**src/rtl/jk_pkg.sv**
```systemverilog
// Shared definitions for the JK drive sequencer: command opcodes, command word
// layout and the flip-flop next-state rule used by the Q1 predictor.
package jk_pkg;

    localparam logic [1:0] OP_HOLD = 2'b00;
    localparam logic [1:0] OP_RST  = 2'b01;
    localparam logic [1:0] OP_SET  = 2'b10;
    localparam logic [1:0] OP_TGL  = 2'b11;

    // A queued command word is {op, len}: op in the top OP_W bits, len below.
    localparam int OP_W = 2;

    typedef enum logic {
        S_IDLE = 1'b0,
        S_RUN  = 1'b1
    } seq_state_t;

    function automatic logic jk_next_q(input logic [1:0] jk, input logic q);
        case (jk)
            OP_RST:  return 1'b0;
            OP_SET:  return 1'b1;
            OP_TGL:  return ~q;
            default: return q;
        endcase
    endfunction

endpackage

```
**src/rtl/jk_cmd_fifo.sv**
```systemverilog
// Synchronous command FIFO with fall-through head, occupancy count and a
// single-cycle flush that empties it.
module jk_cmd_fifo
    import jk_pkg::*;
#(
    parameter int DEPTH = 4,
    parameter int WIDTH = 6
) (
    input  logic                     CLK,
    input  logic                     RST,
    input  logic                     push,
    input  logic                     pop,
    input  logic                     flush,
    input  logic [WIDTH-1:0]         din,
    output logic [WIDTH-1:0]         dout,
    output logic [$clog2(DEPTH):0]   level,
    output logic                     full,
    output logic                     empty
);

    localparam int PTR_W = $clog2(DEPTH);

    logic [WIDTH-1:0] mem [DEPTH];
    logic [PTR_W-1:0] wr_ptr;
    logic [PTR_W-1:0] rd_ptr;

    always_ff @(posedge CLK) begin
        if (RST || flush) begin
            wr_ptr <= '0;
            rd_ptr <= '0;
            level  <= '0;
        end else begin
            if (push) wr_ptr <= wr_ptr + 1'b1;
            if (pop)  rd_ptr <= rd_ptr + 1'b1;
            case ({push, pop})
                2'b10:   level <= level + 1'b1;
                2'b01:   level <= level - 1'b1;
                default: level <= level;
            endcase
        end
    end

    // Storage carries data only, so it is left out of reset.
    always_ff @(posedge CLK) begin
        if (push && !flush) mem[wr_ptr] <= din;
    end

    assign dout  = mem[rd_ptr];
    assign full  = (level == (PTR_W+1)'(DEPTH));
    assign empty = (level == '0);

endmodule

```
**src/rtl/jk_drive_seq.sv**
```systemverilog
// Command sequencer that replays queued HOLD/RESET/SET/TOGGLE commands on the
// J/K inputs of the downstream flip-flop and predicts its Q1 output.
module jk_drive_seq
    import jk_pkg::*;
#(
    parameter int DEPTH = 4,
    parameter int CNT_W = 4
) (
    input  logic                     CLK,
    input  logic                     RST,
    input  logic                     CMD_VALID,
    output logic                     CMD_READY,
    input  logic [1:0]               CMD_OP,
    input  logic [CNT_W-1:0]         CMD_LEN,
    input  logic                     FLUSH,
    output logic                     J,
    output logic                     K,
    output logic                     BUSY,
    output logic                     DONE,
    output logic                     Q_EXP,
    output logic [$clog2(DEPTH):0]   LEVEL
);

    localparam int CMD_W = OP_W + CNT_W;

    logic             push;
    logic             pop;
    logic             fifo_full;
    logic             fifo_empty;
    logic [CMD_W-1:0] head;
    logic [1:0]       head_op;
    logic [CNT_W-1:0] head_len;

    seq_state_t       state;
    seq_state_t       state_nxt;
    logic [CNT_W-1:0] cnt;
    logic [CNT_W-1:0] cnt_nxt;
    logic [1:0]       jk;
    logic [1:0]       jk_nxt;
    logic             q_exp;

    // No pop-through: readiness looks only at registered occupancy and FLUSH.
    assign CMD_READY = !fifo_full && !FLUSH;
    assign push      = CMD_VALID && CMD_READY;

    jk_cmd_fifo #(
        .DEPTH (DEPTH),
        .WIDTH (CMD_W)
    ) u_fifo (
        .CLK   (CLK),
        .RST   (RST),
        .push  (push),
        .pop   (pop),
        .flush (FLUSH),
        .din   ({CMD_OP, CMD_LEN}),
        .dout  (head),
        .level (LEVEL),
        .full  (fifo_full),
        .empty (fifo_empty)
    );

    assign head_op  = head[CMD_W-1 -: OP_W];
    assign head_len = head[CNT_W-1:0];

    always_ff @(posedge CLK) begin
        if (RST) begin
            state <= S_IDLE;
            cnt   <= '0;
            jk    <= OP_HOLD;
            q_exp <= 1'b0;
        end else begin
            state <= state_nxt;
            cnt   <= cnt_nxt;
            jk    <= jk_nxt;
            // Tracks the flip-flop, which sees the J/K driven this cycle even on a flush.
            q_exp <= jk_next_q(jk, q_exp);
        end
    end

    always_comb begin
        state_nxt = state;
        cnt_nxt   = cnt;
        jk_nxt    = jk;
        pop       = 1'b0;
        if (FLUSH) begin
            state_nxt = S_IDLE;
            cnt_nxt   = '0;
            jk_nxt    = OP_HOLD;
        end else if (state == S_RUN && cnt != '0) begin
            cnt_nxt = cnt - 1'b1;
        end else if (!fifo_empty) begin
            // Covers both IDLE start and back-to-back reload on the last cycle.
            pop       = 1'b1;
            state_nxt = S_RUN;
            cnt_nxt   = head_len;
            jk_nxt    = head_op;
        end else begin
            state_nxt = S_IDLE;
            cnt_nxt   = '0;
            jk_nxt    = OP_HOLD;
        end
    end

    always_comb begin
        BUSY = (state == S_RUN);
        DONE = (state == S_RUN) && (cnt == '0);
    end

    assign J     = jk[1];
    assign K     = jk[0];
    assign Q_EXP = q_exp;

endmodule

```
**config.mk**
```make
export PLATFORM = sky130hd
export DESIGN_NAME = jk_drive_seq
export DESIGN_NICKNAME = d
export VERILOG_FILES = /design/src/rtl/jk_pkg.sv /design/src/rtl/jk_cmd_fifo.sv /design/src/rtl/jk_drive_seq.sv
export SDC_FILE = /design/constraint.sdc
export NUM_CORES = 1
export LEC_CHECK = 0
export ABC_CLOCK_PERIOD_IN_PS = 6800
export CORE_MARGIN = 2
export CORE_UTILIZATION = 35
export CTS_BUF_LIST = sky130_fd_sc_hd__clkbuf_4
export CTS_CLUSTER_SIZE = 10
export DETAILED_ROUTE_END_ITERATION = 7
export GPL_ROUTABILITY_DRIVEN = 1
export PLACE_DENSITY = 0.64
export SYNTH_ARGS = -nofsm -noshare
export SYNTH_HDL_FRONTEND = slang
export SYNTH_SLANG_ARGS = --single-unit
```
**constraint.sdc**
```tcl
create_clock -name CLK -period 6.8 [get_ports CLK]
set_input_delay 1.02 -clock CLK [delete_from_list [all_inputs] [get_ports CLK]]
set_output_delay 1.02 -clock CLK [all_outputs]
set_load 0.03 [all_outputs]
```
; ---- Yosys cells after proc, flatten, opt, wreduce, memory -nomap -nowiden
; Memories as Yosys holds them, arrays and structs flattened. A register that Yosys moved wholly into a read port is not among the register bits.
; Cells that the tools add are included.
[totals]
register_bits = 15
latch_bits = 0
mem_bits_rw = 24
rom_bits = 0
inputBits = 10
output_inout_bits = 9
wordCells = 46
n_memories = 1
[classes]
addsub = 5
n_mul = 0
div = 0
magnitude_cmp = 0
n_eq_ne = 6
n_shift = 0
muxes = 12
bitwise = 1
reduce_logical = 14
[mem_list]
columns = name, words, word_bits, rd, rd_ports_with_merged_regs, write_ports, line
row1 = u_fifo.mem, 4, 6, 1, 1, 1, jk_cmd_fifo.sv:23  ; logic [WIDTH-1:0] mem [DEPTH];
[op_table]
columns = op, count
row1 = 4-bit 2-to-1 mux, 2
row2 = "2-bit equality test, second input constant", 3
row3 = 2-bit 2-to-1 mux, 3
row4 = 3-bit one-hot mux with 2 select lines, 1
row5 = 1-bit logical AND, 5
row6 = 1-bit 2-to-1 mux, 5
row7 = "2-bit by 1-bit adder with 2-bit output, second input constant", 2
row8 = "2-bit by 1-bit equality test with 1-bit output, second input constant", 2
row9 = 4-bit logical NOT, 1
row10 = 4-bit nonzero test, 1
row11 = "4-bit by 1-bit subtractor with 4-bit output, second input constant", 1
row12 = "3-bit by 1-bit adder with 3-bit output, second input constant", 1
row13 = "3-bit equality test, second input constant", 1
row14 = 3-bit logical NOT, 1
row15 = 1-bit one-hot mux with 3 select lines, 1
row16 = 3-bit nonzero test, 1
row17 = "3-bit by 1-bit subtractor with 3-bit output, second input constant", 1
row18 = 1-bit logical NOT, 2
row19 = 2-bit nonzero test, 1
row20 = 2-bit OR reduction, 1
row21 = 1-bit logical OR, 1
row22 = 1-bit inverter, 1

; ---- Depth between registers and ports, before layout
[logic_depth]
word_depth = 7
depth_mapped = 13
ltp_nobuf = 11

; ---- By module
; Synthesis repeated with hierarchy kept, for this count alone.
[unflattened]
hier_cells = 128
area_unflattened_um2 = 1722.9
[modules_own_cells]
columns = module, instances, cells_each, area_each_um2, seq_area_each_um2
row1 = jk_cmd_fifo, 1, 80, 1311.3, 900.9
row2 = jk_drive_seq, 1, 48, 411.6, 160.2

; ---- Worst setup path after synthesis
; OpenSTA, ideal clock, no wires.
[synth_path]
path_type = flip-flop to flip-flop
startpoint = register cnt[0]
endpoint = register u_fifo.level[2]
setup_ns = 0.070
arrival_time_ns = 2.599
required_ns = 6.730
path_slack_ns = 4.131
stages_incl_launch_ff = 14
path_buffers = 2
period_less_slack_ns = 2.669
path_cell_list = dfxtp_1 -> inv_1 -> ha_1 -> or3b_1 -> buf_6 -> and2_4 -> buf_6 -> nor3_1 -> ha_1 -> inv_1 -> fa_1 -> xor2_1 -> or3_1 -> a21oi_1
[synth_via]
elab_chain_len = 6
elab_cells_between_ends = 8
classes_between = 2 x eq/ne / 3 x mux / 3 x reduce/logical
[synth_lines]
columns = element, line
row1 = "start, declared", jk_drive_seq.sv:36  ; logic [CNT_W-1:0] cnt;
row2 = "start signal, assigned", jk_drive_seq.sv:73  ; cnt <= cnt_nxt;
row3 = 4-bit nonzero test (*), jk_drive_seq.sv:89  ; end else if (state == S_RUN && cnt != '0) begin
row4 = 1-bit logical AND (*), jk_drive_seq.sv:89
row5 = 1-bit 2-to-1 mux (*), jk_drive_seq.sv:89
row6 = 1-bit 2-to-1 mux (*), jk_drive_seq.sv:85  ; if (FLUSH) begin
row7 = via pop, jk_drive_seq.sv:27  ; logic pop;
row8 = 2-bit by 1-bit equality test with 1-bit output / 2-bit equality test (equally long branches), jk_cmd_fifo.sv:35  ; case ({push, pop})
row9 = 3-bit one-hot mux with 2 select lines / 2-bit nonzero test (equally long branches), -
row10 = "end signal, assigned", jk_cmd_fifo.sv:36  ; 2'b10: level <= level + 1'b1;
row11 = "end signal, assigned", jk_cmd_fifo.sv:37  ; 2'b01: level <= level - 1'b1;
row12 = "end signal, assigned", jk_cmd_fifo.sv:38  ; default: level <= level;
row13 = "end, declared", jk_cmd_fifo.sv:16  ; output logic [$clog2(DEPTH):0] level,
; The timed path passes the listed nets; every way through them passes the cells marked *.
; A chain may end at the register's enable or synchronous reset.

; ---- Worst setup path in the final report
[layout_path]
startpoint = input FLUSH
endpoint = output CMD_READY
[layout_via]
elab_chain_len = 2
[layout_lines]
columns = element, line
row1 = "start, declared", jk_drive_seq.sv:15  ; input logic FLUSH,
row2 = 1-bit logical NOT, jk_drive_seq.sv:43  ; assign CMD_READY = !fifo_full && !FLUSH;
row3 = 1-bit logical AND, jk_drive_seq.sv:43
row4 = "end, declared", jk_drive_seq.sv:12  ; output logic CMD_READY,
; No other way between the ends.

==> impl_metrics.yaml <==
sta:
  setup_viol_count_final: 0
  fin_crit_sh_pct: 50.0
  worst_slack_ps: 3400
  slew_headroom_pct: 47.5
  rsz0062_at_grt: "no"
  hold_viol: 0
  worstMarginPinSlew_ps: 781
  setup_tns_ps: 0
  fmax_mhz: 294
  finalMaxSlewViolations: 0
  skew_ps: 13.0
  period_needed_ps: 3400
route:
  viasPerCell: 4.78
  wl_mm: 2.98
  ant_nets: 0
  first_pass_iters: 4
  vias: 1022
  wl_per_cell_um: 13.9
  drtIter0Drc: 18
  drc_errors: 0
grt:
  grt_pass1_vias: 1053
  grt_max_degree: 13
  grtUsageTotal_pct: 12.2
  antenna_found_initial: 0
  grt-ovfl-total: 0
  grt_first_pass_wirelength_mm: 4.92
layout:
  final_cell_mix: "edfxtp_1, clkdlybuf4s50_1, dfxtp_1"
  area_growth_pct: 16.5
  mostFrequentLayoutCell: "edfxtp_1"
  multi_input_area_um2: 596
  drive_above_1_share_pct: 11.6
  final_cells: 214
  n_antenna_cell: 0
  seqCellArea_mm2: 0.00106
  fin_nets: 163
  fill_cells: 471
logic_synthesis:
  ys_ff_latch: 41
  ys_seq_area_share_pct: 61.0
  ys_types: 30
  synthCells: 126
  postSynthAreaPerCell_um2: 13.8
  synthesis.yosys.warnings: 0
  syn_area_mm2: 0.00174
  synth_nets: 143
cts:
  clkTransAtPathRegs_ps: 110
  cts_max_path_buffers: 2
  cts_made_buffers: 5
  clock-sinks: 41
  htree_levels: 2
  ctsHoldBuffers: 0
  post_cts_buffers: 0
  clkLatencyLatePin_ps: 340
  cts_tree: "yes"
  post_cts_resized: 0
  cts-root-buf: "clkbuf_4"
power_and_ir_drop:
  p_sw_share_pct: 22.0
  p_per_area_mw_per_mm2: 208
  switchingPower_uw: 92.8
  leakage_nw: 0.666
  p_clk_share_pct: 28.9
  totalPowerFinal_uw: 422
  irDropWorstVdd_mv: 0.119
  power_frac_seq_pct: 63.8
  p_int_uw: 329
  combinationalPowerShare_pct: 7.3
floorplanning:
  die_area_mm2: 0.00555
  initial_core_util_pct: 36.6
  die_y_um: 74.5
  num_rows: 25
  die_x_um: 74.5
  io_pins: 19
  fp.coreArea_mm2: 0.00475
critical_path:
  setup.worst_path.end_class: "output pin"
  criticalPathCategory: "input port to output pin"
  startpoint: "FLUSH"
  cp.required_ps: 5780
  rr_startpoint: "cnt[0]"
  cp_max_fo: 8
  worstPathArrival_ps: 2380
  start_kind: "input port"
flow_run:
  max_cap_viol_count: 0
placed_design:
  hpwl_mm: 2.18
  gp_congestion: 0.834
  pre_cts_slack_ps: 3410
  port_buffers: 18
  post-place-cells: 206
min_path:
  min_from: "u_fifo.rd_ptr[1]"
  hold_path_class: "register to register"
status:
  status: "finished clean"
-- layout make-up --
cell class | count | share of cell area (%)
Timing Repair Buffer | 18 | 8.89
Inverter | 13 | 2.41
Tap cell | 67 | 4.14
Clock inverter | 1 | 0.247
Sequential cell | 41 | 52.3
Multi-Input combinational cell | 67 | 29.4
Clock buffer | 7 | 2.59
-- metrics by stage --
step	area [µm²]	util [%]	hold slack, ps
floorplan	1740	-	446
global placement	1970	41.4	466
detailed placement	1970	41.4	468
CTS	2030	42.6	483
global route	2030	42.6	520
finish	2030	42.6	483
-- per-layer routing --
layer  routed length [µm]  global-route usage, %  part of all wire, %  up-vias
met5                    0                      0                    0        -
met4                   46                   4.17                  1.5        0
met3                  101                   4.20                  3.4        6
met2                 1530                   21.2                   51       13
met1                 1300                   14.1                   44      508
li1                     -                      -                    -      495
-- power groups by stage --
stage                     registers (mW)  clock network [mW]  logic [mW]
after floorplan                    0.275                   0      0.0180
after global placement             0.275                   0      0.0302
after detailed placement           0.275                   0      0.0310
after CTS                          0.269               0.126      0.0312
after global routing               0.270               0.132      0.0341
final                              0.269               0.122      0.0309
-- flip-flops by register name, summed over array words and instances, names as in the netlist, named ones only --
signal         cells
u_fifo.wr_ptr      2
Q_EXP              1
cnt                4
BUSY               1
jk                 2
u_fifo.mem        24
u_fifo.level       3
u_fifo.rd_ptr      2
-- synthesized netlist by cell type --
| cell type | count | area (µm²) |
|---|---|---|
| o21ai_0 | 1 | 5.00 |
| and2_4 | 1 | 8.76 |
| clkbuf_1 | 1 | 3.75 |
| buf_1 | 1 | 3.75 |
| a21oi_1 | 5 | 25.0 |
| a211oi_1 | 1 | 7.51 |
| buf_6 | 2 | 22.5 |
| mux4_2 | 6 | 135 |
| buf_2 | 1 | 5.00 |
| inv_1 | 13 | 48.8 |
| nor3_1 | 4 | 20.0 |
| or3b_1 | 1 | 8.76 |
| or2_1 | 1 | 6.26 |
| or3_1 | 2 | 12.5 |
| nor2_1 | 8 | 30.0 |
| fa_1 | 1 | 20.0 |
| mux2i_1 | 5 | 50.1 |
| edfxtp_1 | 24 | 721 |
| nand4_1 | 1 | 6.26 |
| nand2_1 | 6 | 22.5 |
| a32o_1 | 5 | 50.1 |
| o31ai_1 | 1 | 7.51 |
| nor3b_1 | 1 | 7.51 |
| ha_1 | 6 | 75.1 |
| and2_1 | 4 | 25.0 |
| or3b_2 | 1 | 8.76 |
| xor2_1 | 4 | 35.0 |
| dfxtp_1 | 17 | 340 |
| a211oi_4 | 1 | 20.0 |
| a22o_1 | 1 | 8.76 |
-- logic make-up (layout without fill, tap and decap cells) --
logic type | count (synthesis) | count (layout) | share of synthesized area (%)
muxes | 11 | 11 | 10.6
DFF | 41 | 41 | 61.0
adders and majority gates | 7 | 7 | 5.46
xor gates and xnor gates | 4 | 4 | 2.01
buffers and inverters | 18 | 39 | 4.82
AOI/OAI and AO/OA | 15 | 15 | 7.12
and+or+nand+nor | 30 | 30 | 8.99
-- final timing paths --
path / to / slack (ps) / depth (start not counted)
max: CMD_READY / 3400 / 3
min: u_fifo.rd_ptr[1] / 480 / 2
max reg2reg: u_fifo.level[2] / 3950 / 11
min reg2reg: u_fifo.rd_ptr[1] / 480 / 2
-- worst max-delay path, cell delays in order --
cell and delay (ps):
clkdlybuf4s50_1 530, nor2_1 150, clkdlybuf4s50_1 680
Power figures use the tool's default switching activity.
